### config.mk
export PLATFORM = sky130hd
export DESIGN_NAME = ripple_carry_adder32
export DESIGN_NICKNAME = d
export VERILOG_FILES = /design/src/rtl/ripple_carry_adder32.sv
export SDC_FILE = /design/constraint.sdc
export NUM_CORES = 1
export LEC_CHECK = 0
export CAP_MARGIN = 40
export CORE_MARGIN = 5
export CORE_UTILIZATION = 36
export CTS_CLUSTER_SIZE = 28
export DETAILED_ROUTE_END_ITERATION = 8
export PLACE_DENSITY = 0.79
export SLEW_MARGIN = 40
export SYNTH_ARGS = -nofsm -noshare
export SYNTH_HDL_FRONTEND = slang
export SYNTH_HIERARCHICAL = 1
export SYNTH_SLANG_ARGS = --single-unit
### constraint.sdc
create_clock -name clk -period 19.05 [get_ports clk]
set_input_delay 2.8575 -clock clk [delete_from_list [all_inputs] [get_ports clk]]
set_output_delay 2.8575 -clock clk [all_outputs]
set_load 0.02 [all_outputs]
### src/rtl/ripple_carry_adder32.sv
// ripple_carry_adder32
//   Two's-complement ripple-carry adder built from an explicit chain of 1-bit
//   full-adder cells, plus a one-deep result register with a valid flag.
//
//   Ports:
//     clk, rst_n        rising-edge clock; asynchronous active-low reset
//     a, b              WIDTH-bit operands
//     cin               carry into bit 0
//     in_valid          qualifies a/b/cin for capture into the result register
//     sum, cout         combinational (a + b + cin) mod 2^WIDTH and carry out
//     sum_q, cout_q     registered sum / carry, loaded only when in_valid=1
//     out_valid         in_valid delayed by one cycle
//   Optional (macro RIPPLE_CARRY_ADDER_OVERFLOW_EN):
//     ovf, ovf_q        signed overflow, combinational and registered
//
//   WIDTH legal range 1..64.

// Single full-adder cell; one instance per bit position.
module rca_fa_cell (
  input  logic a,
  input  logic b,
  input  logic ci,
  output logic s,
  output logic co
);
  logic p;

  assign p  = a ^ b;
  assign s  = p ^ ci;
  assign co = (a & b) | (ci & p);
endmodule

module ripple_carry_adder32 #(
  parameter int WIDTH = 32
) (
  input  logic             clk,
  input  logic             rst_n,
  input  logic [WIDTH-1:0] a,
  input  logic [WIDTH-1:0] b,
  input  logic             cin,
  input  logic             in_valid,
  output logic [WIDTH-1:0] sum,
  output logic             cout,
  output logic [WIDTH-1:0] sum_q,
  output logic             cout_q,
  output logic             out_valid
`ifdef RIPPLE_CARRY_ADDER_OVERFLOW_EN
  ,
  output logic             ovf,
  output logic             ovf_q
`endif
);

  localparam int STAGES = 1;

  // c[i] is the carry into bit i; c[WIDTH] is the carry out of the MSB.
  logic [WIDTH:0]   c;
  logic [WIDTH-1:0] s;

  assign c[0] = cin;

  genvar i;
  generate
    for (i = 0; i < WIDTH; i++) begin : g_bit
      rca_fa_cell u_fa (
        .a  (a[i]),
        .b  (b[i]),
        .ci (c[i]),
        .s  (s[i]),
        .co (c[i+1])
      );
    end
  endgenerate

  // Combinational results: no dependence on clk, rst_n or in_valid.
  assign sum  = s;
  assign cout = c[WIDTH];

`ifdef RIPPLE_CARRY_ADDER_OVERFLOW_EN
  // Signed overflow: carry into the sign bit differs from carry out of it.
  // For WIDTH=1 this compares cin with the carry out, which still holds.
  assign ovf = c[WIDTH] ^ c[WIDTH-1];
`endif

  // Valid pipeline: vld_pipe[0] is the live input, higher taps are registered.
  logic [STAGES:0] vld_pipe;
  logic [STAGES:1] vld_q;

  assign vld_pipe  = {vld_q, in_valid};
  assign out_valid = vld_pipe[STAGES];

  always_ff @(posedge clk or negedge rst_n) begin
    if (!rst_n) begin
      vld_q <= '0;
    end else begin
      vld_q <= vld_pipe[STAGES-1:0];
    end
  end

  // Result register: loads on in_valid, otherwise holds the last result so a
  // consumer can keep reading it after out_valid drops.
  always_ff @(posedge clk or negedge rst_n) begin
    if (!rst_n) begin
      sum_q  <= '0;
      cout_q <= 1'b0;
    end else if (in_valid) begin
      sum_q  <= sum;
      cout_q <= cout;
    end
  end

`ifdef RIPPLE_CARRY_ADDER_OVERFLOW_EN
  always_ff @(posedge clk or negedge rst_n) begin
    if (!rst_n) begin
      ovf_q <= 1'b0;
    end else if (in_valid) begin
      ovf_q <= ovf;
    end
  end
`endif

endmodule

Yosys cells after proc, flatten, opt, wreduce, memory -nomap -nowiden. Index checks and enable logic that the tools add are counted.

Bits of input ports: 68. Register bits after elaboration: 34. Output and inout bits: 67. Logic and storage cells: 163.

Bitwise gates (word level): 160.

Operators by type and width (count): $and 1x1->1 (64); $xor 1x1->1 (64); $or 1x1->1 (32).

Depth between registers and ports, before layout. Gate-level depths: netlist (run 1).

Depth in word-level cells: 65. Gate-level depth with buffers: 33.

Modules after synthesis. Netlist (run 1), hierarchy kept.

Modules (own cells, without submodules): ripple_carry_adder32 (area an instance 1406.3 um^2, times used 1, seq. area each 850.8 um^2, cells an instance 71); rca_fa_cell (area an instance 20.0 um^2, times used 32, seq. area each 0.0 um^2, cells an instance 1).

Worst setup path before layout (run 1). No wires, ideal clock.

Kind: input -> output. From: in a[0]. To: out sum[31]. Required time: 16.192 ns. Arrival: 15.282 ns. Stages: 32. Path slack: 0.911 ns. Cell sequence: fa_1 fa_1 fa_1 fa_1 fa_1 fa_1 fa_1 fa_1 fa_1 fa_1 fa_1 fa_1 fa_1 fa_1 fa_1 fa_1 fa_1 fa_1 fa_1 fa_1 fa_1 fa_1 fa_1 fa_1 fa_1 fa_1 fa_1 fa_1 fa_1 fa_1 fa_1 fa_1.

Longest elaborated chain between the ends: 64. Elaborated cells on any way between the ends: 65. Those cells by class: 65 x bitwise.

Ends and longest elaborated chain: start: declaration (line 38) `input logic [WIDTH-1:0] a,`; $xor 1x1->1 (line 28) `assign p = a ^ b;`; $and 1x1->1 (line 30) `assign co = (a & b) | (ci & p);`; $or 1x1->1 (*) (line 30); $and 1x1->1 (*) (line 30); $or 1x1->1 (*) (line 30); named net c[2] (line 57) `logic [WIDTH:0] c;`; $and 1x1->1 (*) (line 30); $or 1x1->1 (*) (line 30); named net c[3] (line 57); (+2 left out); named net c[4] (line 57); (+2 left out); named net c[5] (line 57); (+2 left out); named net c[6] (line 57); (+2 left out); named net c[7] (line 57); (+2 left out); named net c[8] (line 57); (+2 left out); named net c[9] (line 57); (+2 left out); named net c[10] (line 57); (+2 left out); named net c[11] (line 57); (+2 left out); named net c[12] (line 57); (+2 left out); named net c[13] (line 57); (+2 left out); named net c[14] (line 57); (+2 left out); named net c[15] (line 57); (+2 left out); named net c[16] (line 57); (+2 left out); named net c[17] (line 57); (+2 left out); named net c[18] (line 57); (+2 left out); named net c[19] (line 57); (+2 left out); named net c[20] (line 57); (+2 left out); named net c[21] (line 57); (+2 left out); named net c[22] (line 57); (+2 left out); named net c[23] (line 57); (+2 left out); named net c[24] (line 57); (+2 left out); named net c[25] (line 57); (+2 left out); named net c[26] (line 57); (+2 left out); named net c[27] (line 57); (+2 left out); named net c[28] (line 57); (+2 left out); named net c[29] (line 57); $and 1x1->1 (*) (line 30); $or 1x1->1 (*) (line 30); named net c[30] (line 57); $and 1x1->1 (*) (line 30); $or 1x1->1 (*) (line 30); named net c[31] (line 57); $xor 1x1->1 (*) (line 29) `assign s = p ^ ci;`; end: declaration (line 42) `output logic [WIDTH-1:0] sum,`.

Mark *: on every way through the listed nets, which the timed path passes. The rest lies on a longest branch.

Worst setup path after layout (run 1).
From: in a[0]. To: out sum[31].

Longest elaborated chain between the ends: 64. Elaborated cells on any way between the ends: 65. Those cells by class: 65 x bitwise.

Ends and longest elaborated chain (line): $xor 1x1->1 (28); $and 1x1->1 (30); $or 1x1->1 (*) (30); named net c[1] (57); $and 1x1->1 (*) (30); $or 1x1->1 (*) (30); named net c[2] (57); $and 1x1->1 (*) (30); (+1 left out); named net c[3] (57); (+2 left out); named net c[4] (57); (+2 left out); named net c[5] (57); (+2 left out); named net c[6] (57); (+2 left out); named net c[7] (57); (+2 left out); named net c[8] (57); (+2 left out); named net c[9] (57); (+2 left out); named net c[10] (57); (+2 left out); named net c[11] (57); (+2 left out); named net c[12] (57); (+2 left out); named net c[13] (57); (+2 left out); named net c[14] (57); (+2 left out); named net c[15] (57); (+2 left out); named net c[16] (57); (+2 left out); named net c[17] (57); (+2 left out); named net c[18] (57); (+2 left out); named net c[19] (57); (+2 left out); named net c[20] (57); (+2 left out); named net c[21] (57); (+2 left out); named net c[22] (57); (+2 left out); named net c[23] (57); (+2 left out); named net c[24] (57); (+2 left out); named net c[25] (57); (+2 left out); named net c[26] (57); (+2 left out); named net c[27] (57); (+2 left out); named net c[28] (57); (+2 left out); named net c[29] (57); $and 1x1->1 (*) (30); $or 1x1->1 (*) (30); named net c[30] (57); $and 1x1->1 (*) (30); $or 1x1->1 (*) (30); named net c[31] (57); $xor 1x1->1 (*) (29).

Marks and branches as above.

==> impl_metrics.toml, run 1 <==
[power_and_ir_drop]
ir_drop_mv = 0.0465
power_frac_clock = 0.226
leakage_nw = 1.48
power.share.sequential = 0.279
p_sw_frac = 0.326
power_frac_comb = 0.496
p_per_area_nw_per_um2 = 99.6
internal_power_uw = 239
p_switching_uw = 116

[placement]
portBuffers = 134
dp_hpwl_mm = 4.50
place_congestion = 0.791
post-place-cells = 306
place_area_um2 = 3410

[timing]
setup_viol = 0
fmax_mhz = 53.6
maxSlewViolCount = 0
finalHoldViolCount = 0
skew_ns = 0
finalHoldWorstSlack_ns = 0.508
finalCritPeriodShare = 0.979
slew_headroom = 0.585
tightest_slew_ns = 0.622
min_period_ns = 18.65
rsz0062_at_grt = "no"

[clock_tree]
clock_sinks = 34
numCtsBuffers = 5
cts_tree = "built"
clk_pin_slew_worst_paths_ns = 0.08
h-tree-depth = 2
insertion_delay_ns = 0.28
cts-root-buf = "clkbuf_8"
post_cts_buffers = 0
ctsLongestPathBuffers = 2

[finish]
stdcell_area_um2 = 3560
fin_util = 0.647
n_antenna_cell = 0
area_delta_synth_final_pct = 74.0
drive_above_1_share = 0.227
final_cells = 314
num-nets-final = 341

[min_path]
whs_path_depth = 1
hp-class = "register to register"
min-delay-start = "cout_q$_DFFE_PN0P_"

[synth]
yosysTopAreaCellShare = 0.416
yosys_warnings = 6
yosys.area.top_type = "dfrtp_1"
syn_area_um2 = 2050
yosysSeqAreaShare = 0.416
ys_types = 6
syn_nets = 203
avgSynthCellArea_um2 = 19.9
netlist_instances = 103
yosys_register_bits = 34
synth_area_leaders = "dfrtp_1 (42%), fa_1 (31%), mux2_4 (22%), buf_12 (2.9%), mux2_2 (1.7%)"

[setup_path]
rrSetupSlack_ns = 18.27
cpPeakStageDelay_ns = 0.51
crit_arrival_ns = 15.80
slowest_stage = "fa_1"
worst-r2r-cell-count = 1
critical_path_class = "input port to primary output"
crit_required_ns = 16.19
r2r-start = "sum_q[11]$_DFFE_PN0P_"
crit_fanout = 2
critPathLaunch = "a[0]"
crit_top_cell = "fa_1"
end_kind = "primary output"
crit_path_start_kind = "input port"

[floorplanning]
die_w_um = 85.4
rows = 27
pin_count = 135
core-area_um2 = 5510
die-area_um2 = 7290
initial_utilization = 0.372
die_h_um = 85.4

[job]
cap_violations = 0

[global_route]
grt_pass1_vias = 1630
grt_max_degree = 35
grt_pass1_wl_mm = 8.63
grt_use_total = 0.153
grt-ovfl-total = 0
antenna_found_initial = 0

[detailed_routing]
wirelength_mm = 5.58
drc = 0
num_vias = 1451
wl_per_cell_um = 17.8
via_per_inst = 4.62
dr.pass1.iters = 4
drt_iter0_drc = 24
ant_nets = 0

[outcome]
status = "finished clean"
per-layer routing:
layer | wire, um | up-vias | GRT usage
met2 | 2660 | 90 | 0.247
li1 | - | 617 | -
met3 | 570 | 6 | 0.0563
met1 | 2320 | 738 | 0.200
met4 | 28 | 0 | 0.0259
met5 | 0 | - | 0
cell families after synthesis:
logic type	count (synthesis)	share of synthesized area
buf+inv	4	0.0348
mux	33	0.237
fa+ha+maj	32	0.313
flops	34	0.416
cell type report:
cell class,count,area [um^2]
clock buffer,5,68.8
tap,72,90.1
sequential,34,851
clock inverter,3,68.8
fill,408,1950
multi-input combinational,65,1150
timing repair buffer,135,1340
flip-flops by register name, summed over array words and instances, names as in the netlist:
register,cells
out_valid,1
sum_q,32
cout_q,1
power by group through the flow:
stage	logic [mW]	registers, mW	clock network, mW
6_report	0.176	0.0988	0.0800
5_1_grt	0.186	0.101	0.0866
4_1_cts	0.177	0.0989	0.0826
3_5_place_dp	0.177	0.0999	0
3_3_place_gp	0.175	0.0990	0
2_1_floorplan	0.0703	0.121	0
timing repair:
item,4_1_cts,5_1_grt
hold buffers,0,0
endpoints found under the hold margin,0,0
setup endpoints to repair,3,4
pin swaps,0,0
gates resized for setup,12,7
cell usage after synthesis:
library cell / n
fa_1: 32
mux2_2: 3
buf_6: 1
dfrtp_1: 34
mux2_4: 30
buf_12: 3
path summary, 6_finish.rpt:
| kind | to |
|---|---|
| setup / recovery | sum[31] |
| hold / removal | cout_q$_DFFE_PN0P_ |
| setup reg to reg | sum_q[11]$_DFFE_PN0P_ |
| hold reg to reg | cout_q$_DFFE_PN0P_ |
| max in group asynchronous | sum_q[25]$_DFFE_PN0P_ |
| min in group asynchronous | sum_q[6]$_DFFE_PN0P_ |
stage by stage:
step / TNS, ns / total power, mW / worst slack [ns]
floorplan: 0 / 0.192 / 0.911
global placement: -0.696 / 0.274 / -0.419
detailed placement: -1.07 / 0.277 / -0.546
CTS: 0 / 0.359 / 0.0444
global route: 0 / 0.373 / 0.0431
finish: 0 / 0.355 / 0.397
placed cells by master (no fill, tap or decap), drive strengths merged:
cell type	instances
dlygate4sd2	1
clkinv	1
clkbuf	5
buf	5
clkdlybuf4s50	129
fa	32
mux2	33
bufinv	2
dfrtp	34
critical path, delay by kind of cell:
| family | cells | cell delay, ns |
|---|---|---|
| adders and majority gates | 32 | 12.31 |
| buffers and inverters | 2 | 0.59 |
No activity file was read; power rests on OpenSTA's default activity.
==> run 2: changes to the inputs <==
CORE_UTILIZATION = 30   (was 36)
PLACE_DENSITY = 0.67   (was 0.79)
clock period = 17.4 ns   (was 19.05 ns; I/O delays follow)
==> impl_metrics.toml, run 2 (synthesis gave the netlist of run 1 again) <==
[outcome]
status = "finished clean"

[clock_tree]
h-tree-depth = 2
post_cts_buffers = 0
cts-root-buf = "clkbuf_8"
cts_tree = "built"
ctsLongestPathBuffers = 2
numCtsBuffers = 5
clock_sinks = 34
clk_pin_slew_worst_paths_ns = 0.07
insertion_delay_ns = 0.28

[setup_path]
critical_path_class = "input port to primary output"
crit_fanout = 2
crit_path_start_kind = "input port"
crit_arrival_ns = 14.28
crit_family = "adder cells"
cpPeakStageDelay_ns = 0.56
r2r-start = "sum_q[17]$_DFFE_PN0P_"
slowest_stage = "fa_2"
critPathLaunch = "a[0]"
crit_top_cell = "fa_2"
end_kind = "primary output"
crit_required_ns = 14.79
path_buf_inv = 2

[power_and_ir_drop]
total_power_uw = 362
p_sw_frac = 0.343
leakage_nw = 1.47
power_frac_comb = 0.536
internal_power_uw = 238
p_switching_uw = 124
power_frac_clock = 0.167
ir_drop_mv = 0.0331
p_per_area_nw_per_um2 = 101
power.share.sequential = 0.298

[timing]
finalCritPeriodShare = 0.971
setup_viol = 0
maxSlewViolCount = 0
fmax_mhz = 59.2
tightest_slew_ns = 0.621
min_period_ns = 16.89
fin_setup_tns_ns = 0
rsz0062_at_grt = "no"
finalHoldViolCount = 0
slew_headroom = 0.586
skew_ns = 0

[detailed_routing]
dr.pass1.iters = 4
ant_nets = 0
via_per_inst = 4.37
wl_per_cell_um = 16.2
drc = 0
num_vias = 1408
wirelength_mm = 5.21
drt_iter0_drc = 23

[placement]
dp_hpwl_mm = 4.14
place_congestion = 0.702
portBuffers = 134

[finish]
drive_above_1_share = 0.318
most-common-layout-cells = "clkdlybuf4s50_1 (126), dfrtp_1 (34), fa_2 (32)"
top_register = "sum_q"
largest_reg_flops = 32
n_antenna_cell = 0
fillerInstances = 550
layout_commonest_cell = "clkdlybuf4s50_1"
num-nets-final = 341
area_delta_synth_final_pct = 75.6

[min_path]
min-delay-start = "sum_q[0]$_DFFE_PN0P_"
hp-class = "register to register"

[floorplanning]
die-area_um2 = 8570
die_h_um = 92.6
core-area_um2 = 6720
pin_count = 135
die_w_um = 92.6
initial_utilization = 0.305
rows = 30

[global_route]
antenna_found_initial = 0
grt_max_degree = 35
grt_pass1_wl_mm = 7.94
grt_use_total = 0.121
grt-ovfl-total = 0
grt_pass1_vias = 1508

[job]
cap_violations = 0
run 2: cell count changes in the layout (fill, tap and decap cells not counted), moves of 2 or more:
cell,before,now
bufinv_16,2,0
clkdlybuf4s50_1,129,126
dlymetal6s2s_1,0,3
fa_1,23,0
fa_2,9,32
run 2: layer usage:
layer  global-route usage  part of all wire  wire length, um  up-vias
met1                0.162              0.44             2300      691
met2                0.180              0.44             2300       87
li1                     -                 -                -      625
met4               0.0334             0.012               60        0
met5                    0                 0                0        -
met3               0.0496              0.11              550        5
run 2: worst paths after layout:
| path | to | cells after the start | slack, ns |
|---|---|---|---|
| hold reg to reg | sum_q[0]$_DFFE_PN0P_ | 1 | 0.51 |
| setup reg to reg | sum_q[17]$_DFFE_PN0P_ | 1 | 16.62 |
| hold / removal | sum_q[0]$_DFFE_PN0P_ | 1 | 0.51 |
| min in group asynchronous | sum_q[0]$_DFFE_PN0P_ | 1 | 2.27 |
| setup / recovery | sum[31] | 34 | 0.51 |
| max in group asynchronous | sum_q[24]$_DFFE_PN0P_ | 1 | 14.80 |
run 2: cell type report:
class / count / area [um^2] / area share
Clock inverter: 1 / 5.00 / 0.00139
Clock buffer: 7 / 86.3 / 0.0240
Multi-Input combinational cell: 65 / 1200 / 0.335
Tap cell: 80 / 100 / 0.0279
Sequential cell: 34 / 851 / 0.237
Timing Repair Buffer: 135 / 1350 / 0.375
run 2: stage by stage:
stage / setup slack [ns] / util / instance area (um^2) / std cells / hold WS (ns)
3_5_place_dp: -1.40 / 0.512 / 3440 / 314 / 0.491
6_report: 0.511 / 0.535 / 3590 / 322 / 0.509
3_3_place_gp: -1.35 / 0.511 / 3430 / 314 / 0.492
4_1_cts: 0.00140 / 0.532 / 3580 / 322 / 0.513
5_1_grt: 0.211 / 0.535 / 3590 / 322 / 0.520
2_1_floorplan: 0.0225 / - / 2070 / 103 / 0.636
run 2: repair_timing:
action	4_1_cts	5_1_grt
gates resized for setup	29	8
pin swaps	1	2
setup endpoints to repair	6	4
hold buffers	0	0
run 2: power by group through the flow:
stage | Clock [mW] | Sequential (mW) | Combinational (mW)
finish | 0.0604 | 0.108 | 0.194
global route | 0.0668 | 0.110 | 0.206
CTS | 0.0628 | 0.108 | 0.196
detailed placement | 0 | 0.109 | 0.194
global placement | 0 | 0.109 | 0.194
floorplan | 0 | 0.133 | 0.0782
